--- src/rtl/param_seq_alu.sv ---
// Sequential ALU: single-cycle add/sub/shift/inc/dec, iterative shift-add multiply
// and restoring divide, all behind an IDLE -> EXEC -> DONE handshake.
module param_seq_alu #(
  parameter int WIDTH = 16,
  parameter int SHW   = $clog2(WIDTH)
) (
  input  logic               clk,
  input  logic               rst_n,
  input  logic               start,
  input  logic [3:0]         op,
  input  logic [WIDTH-1:0]   a,
  input  logic [WIDTH-1:0]   b,
  input  logic [SHW-1:0]     shamt,
  input  logic               cin,
  output logic               busy,
  output logic               done,
  output logic [2*WIDTH-1:0] result,
  output logic [WIDTH-1:0]   remainder,
  output logic               carry_out,
  output logic               overflow,
  output logic               div_by_zero,
  output logic               illegal_op
);
  localparam logic [3:0] OP_ADD = 4'd0, OP_SUB = 4'd1, OP_MUL = 4'd2, OP_DIV = 4'd3,
                         OP_LSL = 4'd4, OP_LSR = 4'd5, OP_ASR = 4'd6, OP_ASL = 4'd7,
                         OP_INC = 4'd8, OP_DEC = 4'd9;
  localparam int CW = $clog2(WIDTH);
  localparam logic [WIDTH-1:0] SMAX = {1'b0, {(WIDTH-1){1'b1}}};
  localparam logic [WIDTH-1:0] SMIN = {1'b1, {(WIDTH-1){1'b0}}};

  typedef enum logic [1:0] {IDLE, EXEC, DONE} state_t;

  state_t             state;
  logic [3:0]         op_r;
  logic [WIDTH-1:0]   a_r, b_r;
  logic [SHW-1:0]     shamt_r;
  logic               cin_r;
  logic [2*WIDTH-1:0] acc;
  logic [CW-1:0]      cnt;

  logic [WIDTH:0]     add_s, sub_s, mul_sum, div_sh, div_diff;
  logic               div_ge, iterative;
  logic [WIDTH-1:0]   s_res, s_rem;
  logic               s_co, s_ov, s_dz, s_ill;
  logic [2*WIDTH-1:0] mul_next, div_next, step_next;

  always_comb begin
    add_s = {1'b0, a_r} + {1'b0, b_r} + (WIDTH+1)'(cin_r);
    sub_s = {1'b0, a_r} + {1'b0, ~b_r} + (WIDTH+1)'(1);
    s_res = '0;
    s_rem = '0;
    s_co = 1'b0;
    s_ov = 1'b0;
    s_dz = 1'b0;
    s_ill = 1'b0;
    iterative = 1'b0;
    case (op_r)
      OP_ADD: begin
        s_res = add_s[WIDTH-1:0];
        s_co  = add_s[WIDTH];
        s_ov  = (a_r[WIDTH-1] == b_r[WIDTH-1]) && (add_s[WIDTH-1] != a_r[WIDTH-1]);
      end
      OP_SUB: begin
        s_res = sub_s[WIDTH-1:0];
        s_co  = sub_s[WIDTH];
        s_ov  = (a_r[WIDTH-1] != b_r[WIDTH-1]) && (sub_s[WIDTH-1] != a_r[WIDTH-1]);
      end
      OP_MUL: iterative = 1'b1;
      OP_DIV: begin
        if (b_r == '0) begin
          s_res = '1;
          s_rem = a_r;
          s_dz  = 1'b1;
        end else begin
          iterative = 1'b1;
        end
      end
      OP_LSL, OP_ASL: s_res = a_r << shamt_r;
      OP_LSR: s_res = a_r >> shamt_r;
      OP_ASR: s_res = $signed(a_r) >>> shamt_r;
      OP_INC: begin
        s_res = a_r + WIDTH'(1);
        s_co  = &a_r;
        s_ov  = (a_r == SMAX);
      end
      OP_DEC: begin
        s_res = a_r - WIDTH'(1);
        s_co  = (a_r == '0);
        s_ov  = (a_r == SMIN);
      end
      default: s_ill = 1'b1;
    endcase

    // MUL: acc = {partial product, remaining multiplier bits}, shifted right each step.
    mul_sum  = {1'b0, acc[2*WIDTH-1:WIDTH]} + (acc[0] ? {1'b0, a_r} : '0);
    mul_next = {mul_sum, acc[WIDTH-1:1]};
    // DIV: acc = {partial remainder, dividend/quotient}, shifted left each step.
    div_sh   = {acc[2*WIDTH-1:WIDTH], acc[WIDTH-1]};
    div_ge   = (div_sh >= {1'b0, b_r});
    div_diff = div_sh - {1'b0, b_r};
    div_next = div_ge ? {div_diff[WIDTH-1:0], acc[WIDTH-2:0], 1'b1}
                      : {div_sh[WIDTH-1:0], acc[WIDTH-2:0], 1'b0};
    step_next = (op_r == OP_MUL) ? mul_next : div_next;
  end

  always_ff @(posedge clk or negedge rst_n) begin
    if (!rst_n) begin
      state <= IDLE;
      op_r <= '0;
      a_r <= '0;
      b_r <= '0;
      shamt_r <= '0;
      cin_r <= 1'b0;
      acc <= '0;
      cnt <= '0;
      busy <= 1'b0;
      done <= 1'b0;
      result <= '0;
      remainder <= '0;
      carry_out <= 1'b0;
      overflow <= 1'b0;
      div_by_zero <= 1'b0;
      illegal_op <= 1'b0;
    end else begin
      case (state)
        IDLE: begin
          done <= 1'b0;
          if (start) begin
            op_r <= op;
            a_r <= a;
            b_r <= b;
            shamt_r <= shamt;
            cin_r <= cin;
            acc <= {{WIDTH{1'b0}}, (op == OP_DIV) ? a : b};
            cnt <= CW'(WIDTH-1);
            busy <= 1'b1;
            state <= EXEC;
          end
        end
        EXEC: begin
          if (iterative) begin
            acc <= step_next;
            cnt <= cnt - CW'(1);
            if (cnt == '0) begin
              state <= DONE;
              done <= 1'b1;
              result <= (op_r == OP_MUL) ? step_next
                                         : {{WIDTH{1'b0}}, step_next[WIDTH-1:0]};
              remainder <= (op_r == OP_DIV) ? step_next[2*WIDTH-1:WIDTH] : '0;
              carry_out <= 1'b0;
              overflow <= 1'b0;
              div_by_zero <= 1'b0;
              illegal_op <= 1'b0;
            end
          end else begin
            state <= DONE;
            done <= 1'b1;
            result <= {{WIDTH{1'b0}}, s_res};
            remainder <= s_rem;
            carry_out <= s_co;
            overflow <= s_ov;
            div_by_zero <= s_dz;
            illegal_op <= s_ill;
          end
        end
        DONE: begin
          done <= 1'b0;
          busy <= 1'b0;
          state <= IDLE;
        end
        default: state <= IDLE;
      endcase
    end
  end
endmodule

--- config.mk ---
export PLATFORM = sky130hd
export DESIGN_NAME = param_seq_alu
export DESIGN_NICKNAME = d
export VERILOG_FILES = /design/src/rtl/param_seq_alu.sv
export SDC_FILE = /design/constraint.sdc
export NUM_CORES = 1
export LEC_CHECK = 0
export ABC_AREA = 0
export BUFFER_PORTS_ARGS = -buffer_cell sky130_fd_sc_hd__buf_4
export CELL_PAD_IN_SITES_DETAIL_PLACEMENT = 0
export CELL_PAD_IN_SITES_GLOBAL_PLACEMENT = 1
export CORE_MARGIN = 4
export CORE_UTILIZATION = 46
export CTS_CLUSTER_SIZE = 8
export DETAILED_ROUTE_END_ITERATION = 7
export GPL_TIMING_DRIVEN = 0
export PLACE_DENSITY_LB_ADDON = 0.2
export SETUP_SLACK_MARGIN = 0.1
export SLEW_MARGIN = 20
export SYNTH_ARGS = -nofsm -noshare
export SYNTH_HDL_FRONTEND = slang
export SYNTH_SLANG_ARGS = --single-unit
--- constraint.sdc ---
create_clock -name clk -period 3.4 [get_ports clk]
set_input_delay 0.17 -clock clk [delete_from_list [all_inputs] [get_ports clk]]
set_output_delay 0.17 -clock clk [all_outputs]
set_load 0.01 [all_outputs]
==> After elaboration in Yosys (flattened, before gate mapping) <==
Index checks and enable logic that the tools add are counted.
{ "totals": {"register_bits": 133, "inputBits": 44, "output_inout_bits": 54, "elab_cells": 113} }
{ "classes": {"n_addsub": 9, "n_lt_le_gt_ge": 1, "eq_ne": 22, "shifts": 3, "n_mux": 41, "n_bitwise": 1, "n_reduce_logical": 20} }
{ "op_table": {"columns": ["cell", "count"], "rows": [
  ["$mux W32", 7],
  ["$mux W16", 8],
  ["$pmux W16 S8", 1],
  ["$pmux W32 S2", 1],
  ["$add A16 B16 Y17", 3],
  ["$logic_not A16 Y1", 2],
  ["$add A17 B1 Y17", 1],
  ["$add A17 B1 Y17 const B", 1],
  ["$ge A17 B16 Y1", 1],
  ["$add A16 B1 Y16 const B", 1],
  ["$eq A16 B15 Y1 const B", 1],
  ["$eq A16 B16 Y1 const B", 1],
  ["$eq A4 B3 Y1 const B", 4],
  ["$not A16 Y16", 1],
  ["$reduce_and A16 Y1", 1],
  ["$shl A16 B4 Y16", 1],
  ["$shr A16 B4 Y16", 1],
  ["$sshr A16 B4 Y16", 1],
  ["$sub A16 B1 Y16 const B", 1],
  ["$sub A16 B16 Y16", 1],
  ["$eq A4 B2 Y1 const B", 3],
  ["$mux W1", 12],
  ["$reduce_and A2 Y1", 5],
  ["$reduce_or A10 Y1", 1],
  ["other kinds (22)", 37]
]} }

==> Depth between registers and ports, before layout <==
{ "depth": {"word_depth": 7, "depth_mapped": 14} }

==> Worst setup path before layout <==
OpenSTA, ideal clock, no wires.
{ "synth_path": {"path_kind": "register to register", "start": "register a_r[3]", "end": "register acc[30]", "setup_ns": 0.094, "t_arrival_ns": 2.929, "setup_slack_ns": 0.377, "stages_incl_launch_ff": 13, "path_buffers": 1, "synth_period_minus_slack_ns": 3.023, "path_cell_list": "dfrtp_1 -> clkbuf_1 -> and2_1 -> ha_1 -> a21o_1 -> a2111o_1 -> o21ai_1 -> o311a_1 -> o21bai_1 -> a21oi_1 -> o21ai_1 -> and4_1 -> a211oi_1"} }
{ "synth_via": {"elab_chain_cells": 5} }
{ "synth_lines": {"columns": ["element", "line_no", "text"], "rows": [
  ["start, declared", "35", "logic [WIDTH-1:0] a_r, b_r;"],
  ["start signal, assigned", "110", "a_r <= '0;"],
  ["start signal, assigned", "130", "a_r <= a;"],
  ["$mux W16", "95", "mul_sum = {1'b0, acc[2*WIDTH-1:WIDTH]} + (acc[0] ? {1'b0, a_r} : '0);"],
  ["$add A16 B16 Y17", "95", null],
  ["$mux W32", "103", "step_next = (op_r == OP_MUL) ? mul_next : div_next;"],
  ["$mux W32", "141", "if (iterative) begin"],
  ["$pmux W32 S2", "125", "case (state)"],
  ["end signal, assigned", "134", "acc <= {{WIDTH{1'b0}}, (op == OP_DIV) ? a : b};"],
  ["end signal, assigned", "142", "acc <= step_next;"],
  ["end, declared", "38", "logic [2*WIDTH-1:0] acc;"]
]} }
No other way between the ends. The select of a mux whose other input is x is not followed.
A chain may end at the register's enable or synchronous reset.

==> Worst setup path in the final report <==
{ "layout_path": {"start": "register b_r[15]", "end": "register acc[19]"} }
{ "layout_via": {"elab_chain_cells": 5} }
{ "layout_lines": {"columns": ["element", "line_no", "text"], "rows": [
  ["start, declared", "35", null],
  ["start signal, assigned", "111", "b_r <= '0;"],
  ["start signal, assigned", "131", "b_r <= b;"],
  ["$ge A17 B16 Y1 or $logic_not A16 Y1 (tied branches)", "99, 70", null],
  ["$mux W32 or $mux W1 (tied branches)", "101, 70", null],
  ["$mux W32 or $pmux W1 S2 (tied branches)", "103, 57", null],
  ["$mux W32 or $ne A2 B2 Y1 (tied branches)", null, null],
  ["$pmux W32 S2 or $reduce_and A3 Y1 (tied branches)", null, null]
]} }
Parallel ways exist; a longest one is shown, timed or not. The select of a mux whose other input is x is not followed.

==> impl_metrics.prom <==
# TYPE chip_impl_metric gauge
chip_impl_metric{name="postSynthNetCount",unit=""} 1604
chip_impl_metric{name="grt_max_degree",unit=""} 75
chip_impl_metric{name="std_cell_rows",unit=""} 57
chip_impl_metric{name="placeableCoreArea",unit="sq um"} 24400
chip_impl_metric{name="avgSynthCellArea",unit="sq um"} 7.68
chip_impl_metric{name="firstDrtPassIters",unit=""} 5
chip_impl_metric{name="max_slew_headroom_at_the_worst_pin",unit="%"} 29.3
chip_impl_metric{name="num_io_pins",unit=""} 98
chip_impl_metric{name="cts.reportedPaths.clkPinSlew",unit="ns"} 0.07
chip_impl_metric{name="comb_power_share",unit="%"} 69.6
chip_impl_metric{name="pwr_density_cell",unit="nW/um^2"} 1130
chip_impl_metric{name="ys_seq_elements",unit=""} 133
chip_impl_metric{name="synth-edff-count",unit=""} 0
chip_impl_metric{name="wire_length_of_the_first_global_routing_pass",unit="mm"} 73.9
chip_impl_info{name="critPathKind",value="reg2reg"} 1
chip_impl_metric{name="max_clk_rate",unit="MHz"} 306
chip_impl_metric{name="synthCells",unit=""} 1489
chip_impl_metric{name="routed_wire_length_per_instance",unit="um"} 25.1
chip_impl_metric{name="worst_ep_arrival_time",unit="ns"} 3.59
chip_impl_metric{name="synthesis.area",unit="sq um"} 11400
chip_impl_metric{name="layout-area-overhead-vs-synth",unit="%"} 21.3
chip_impl_metric{name="worstPathRequired",unit="ns"} 3.72
chip_impl_info{name="grt_setup_unrepaired",value="yes"} 1
chip_impl_metric{name="dp_hpwl",unit="mm"} 38.9
chip_impl_info{name="mostFrequentLayoutCell",value="sky130_fd_sc_hd__nand2_1"} 1
chip_impl_metric{name="synth_top_area_share",unit="%"} 29.1
chip_impl_info{name="ys.flop_type",value="sky130_fd_sc_hd__dfrtp_1"} 1
chip_impl_metric{name="cts_max_path_buffers",unit=""} 2
chip_impl_info{name="tritoncts",value="built"} 1
chip_impl_metric{name="drt_iter0_drc",unit=""} 1419
chip_impl_metric{name="yosysWarningCount",unit=""} 0
chip_impl_metric{name="grt_overflow_total",unit=""} 0
chip_impl_metric{name="h-tree-depth",unit=""} 4
chip_impl_metric{name="p_switching",unit="uW"} 8660
chip_impl_info{name="timing.critical_path.slowest_stage_cell",value="sky130_fd_sc_hd__a211oi_1"} 1
chip_impl_metric{name="seq_power_share",unit="%"} 18.0
chip_impl_info{name="layout.cells.most_common_list",value="208 x sky130_fd_sc_hd__nand2_1, 141 x sky130_fd_sc_hd__nor2_1, 128 x sky130_fd_sc_hd__o21ai_0, 128 x sky130_fd_sc_hd__dfrtp_1, 114 x sky130_fd_sc_hd__a21oi_1"} 1
chip_impl_metric{name="die_footprint",unit="sq um"} 27500
chip_impl_metric{name="drive_above_1_share",unit="%"} 14.3
chip_impl_metric{name="preCtsSetupSlack",unit="ns"} -0.469
chip_impl_metric{name="vdd_ir_drop_max",unit="mV"} 0.671
chip_impl_metric{name="antenna_nets_post_route",unit=""} 0
chip_impl_metric{name="route.vias.total",unit=""} 12449
chip_impl_metric{name="timing.max_cap.violations",unit=""} 0
chip_impl_info{name="synth.largest_area_cell",value="sky130_fd_sc_hd__dfrtp_1"} 1
chip_impl_metric{name="power.internal",unit="uW"} 6960
chip_impl_info{name="crit_top_cell",value="sky130_fd_sc_hd__a211oi_1"} 1
chip_impl_metric{name="die_y_extent",unit="um"} 166
chip_impl_info{name="status",value="finished, final reports clean"} 1
chip_impl_metric{name="timing.final.crit_share",unit="%"} 96.0
chip_impl_metric{name="hold_viol",unit=""} 0
chip_impl_metric{name="fin_worst_skew",unit="ns"} 0.0182
chip_impl_metric{name="antenna_violations_before_repair",unit=""} 0
chip_impl_metric{name="synth.lib_cells_used.distinct",unit=""} 85
chip_impl_metric{name="p_sw_share",unit="%"} 55.4
chip_impl_metric{name="fp.dieW",unit="um"} 166
chip_impl_metric{name="route.detailed.vias_per_inst",unit=""} 6.27
chip_impl_info{name="setup.worst_path.start_class",value="flip-flop"} 1
chip_impl_info{name="crit_end_category",value="flip-flop"} 1
chip_impl_metric{name="drcViolationCount",unit=""} 0
chip_impl_metric{name="clock_sink_count",unit=""} 133
chip_impl_info{name="clockRootBuffer",value="sky130_fd_sc_hd__clkbuf_16"} 1
chip_impl_info{name="crit_chain",value="inv_1 -> ha_1 -> nand4b_1 -> or2_0 -> o41a_1 -> o21ai_1 -> a31oi_4 -> buf_4 -> a211oi_1 -> a211oi_1 -> a31o_1"} 1
chip_impl_metric{name="design_power_total",unit="uW"} 15600
chip_impl_metric{name="crit_fanout",unit=""} 10
chip_impl_metric{name="power.share.clock",unit="%"} 12.4
chip_impl_metric{name="cpPeakStageDelay",unit="ns"} 0.46
chip_impl_metric{name="final.min_clock_period",unit="ns"} 3.27
chip_impl_metric{name="gpl.final_weighted_congestion",unit=""} 1.05
chip_impl_metric{name="clkLatencyLatePin",unit="ns"} 0.44
chip_impl_metric{name="fraction_of_registers_with_async_set_or_reset_after_synthesis",unit="%"} 100
chip_impl_metric{name="via_count_of_the_first_global_routing_pass",unit=""} 11888
chip_impl_metric{name="worstMarginPinSlew",unit="ns"} 1.05
chip_impl_metric{name="fin_nets",unit=""} 1763
chip_impl_info{name="synthTopCellsByArea",value="sky130_fd_sc_hd__dfrtp_1 29%, sky130_fd_sc_hd__ha_1 7.2%, sky130_fd_sc_hd__nand2_1 6.8%"} 1
chip_impl_metric{name="layout_setup_ws",unit="ns"} 0.135
chip_impl_metric{name="cts-buffers-inserted",unit=""} 17
chip_impl_metric{name="report.final.setup_viol",unit=""} 0
chip_impl_metric{name="leakagePower",unit="uW"} 0.00607
chip_impl_metric{name="initial_core_util",unit="%"} 46.9
chip_impl_metric{name="wirelength",unit="mm"} 49.8
chip_impl_info{name="worst_hold_path_type",value="in2reg"} 1
chip_impl_metric{name="final-max-slew-violation-count",unit=""} 0
chip_impl_metric{name="gr-usage-all-layers",unit="%"} 34.9
chip_impl_metric{name="yosysSeqAreaShare",unit="%"} 29.1
chip_impl_metric{name="place.port_buffers",unit=""} 97
## critical path, delay by kind of cell (launching register included)
family	cells	cell delay (ns)
adder cells (fa/ha/maj)	1	0.45
buffers and inverters	2	0.42
AND/OR/NAND/NOR	2	0.44
flip-flops	1	0.43
AO/OA/AOI/OAI	6	1.43
## per-stage QoR
step / hold slack [ns] / setup TNS (ns) / std cells / instance area [sq um] / util [%]
floorplan: -0.126 / 0 / 1489 / 11400 / -
global placement: 0.374 / -6.20 / 1910 / 12600 / 51.5
detailed placement: 0.151 / -6.77 / 1911 / 12600 / 51.7
CTS: 0.0130 / 0 / 1981 / 13700 / 56.2
global route: 0.0132 / 0 / 1985 / 13900 / 56.9
finish: 0.0183 / 0 / 1986 / 13900 / 56.9
## cell families after synthesis
| group | synth area share (%) |
|---|---|
| compound gates | 26.6 |
| xor+xnor | 3.37 |
| fa+ha+maj | 8.09 |
| buf+inv | 5.46 |
| flops | 29.1 |
| mux | 5.97 |
| simple gates | 21.5 |
## final timing paths
| kind | startpoint | to | slack [ns] | cells past startpoint |
|---|---|---|---|---|
| worst max-delay path | b_r[15] | acc[19] | 0.13 | 11 |
| worst min register to register | result[26] | result[26] | 0.48 | 2 |
| max in group asynchronous | rst_n | a_r[15] | 2.32 | 3 |
| worst min-delay path | start | busy | 0.02 | 3 |
| worst max register to register | b_r[15] | acc[19] | 0.13 | 11 |
| min in group asynchronous | rst_n | result[13] | 0.25 | 2 |
## power groups by stage
stage	sequential (uW)	combinational (uW)	clock, uW
after CTS	2810	10300	1930
after global placement	2810	10100	0
after global routing	2870	11700	2000
after floorplan	2630	6780	0
final	2820	10900	1930
after detailed placement	2820	10100	0
## flip-flops by register name, summed over array words and instances (netlist names), 4 cells and up
name and cells:
shamt_r 4, b_r 16, a_r 16, op_r 4, cnt 4, remainder 16
result 32, acc 32
## routing by layer
layer	vias up	wire length (um)	track usage, %
met1	5944	19500	44.4
met4	0	3460	20.4
li1	5680	-	-
met3	155	3960	5.77
met2	670	22800	56.3
met5	-	0	0
## what timing repair did
action,4_1_cts,5_1_grt
setup buffers,0,4
cloned,0,0
setup endpoints to repair,58,51
endpoints found under the hold margin,96,0
hold buffers,38,0
gates resized for setup,38,42
pin swaps,0,5
## cell usage after synthesis (all sizes together) (19+ instances only)
cell type	instances
a211oi	28
a21oi	119
a31oi	19
and2	25
buf	22
clkbuf	74
dfrtp	133
ha	66
inv	63
mux2	20
mux2i	39
nand2	208
nand2b	31
nand3	28
nor2	145
nor3	30
o21ai	161
xnor2	28
## final cells by class
class	count	area, sq um
tap	324	405
buffer	96	439
clock buffer	17	425
sequential	133	3330
multi-input combinational	1195	7690
antenna	1	2.50
inverter	65	244
fill	2298	10500
timing repair buffer	140	1170
clock inverter	15	163
No activity file was read; power rests on OpenSTA's default activity.
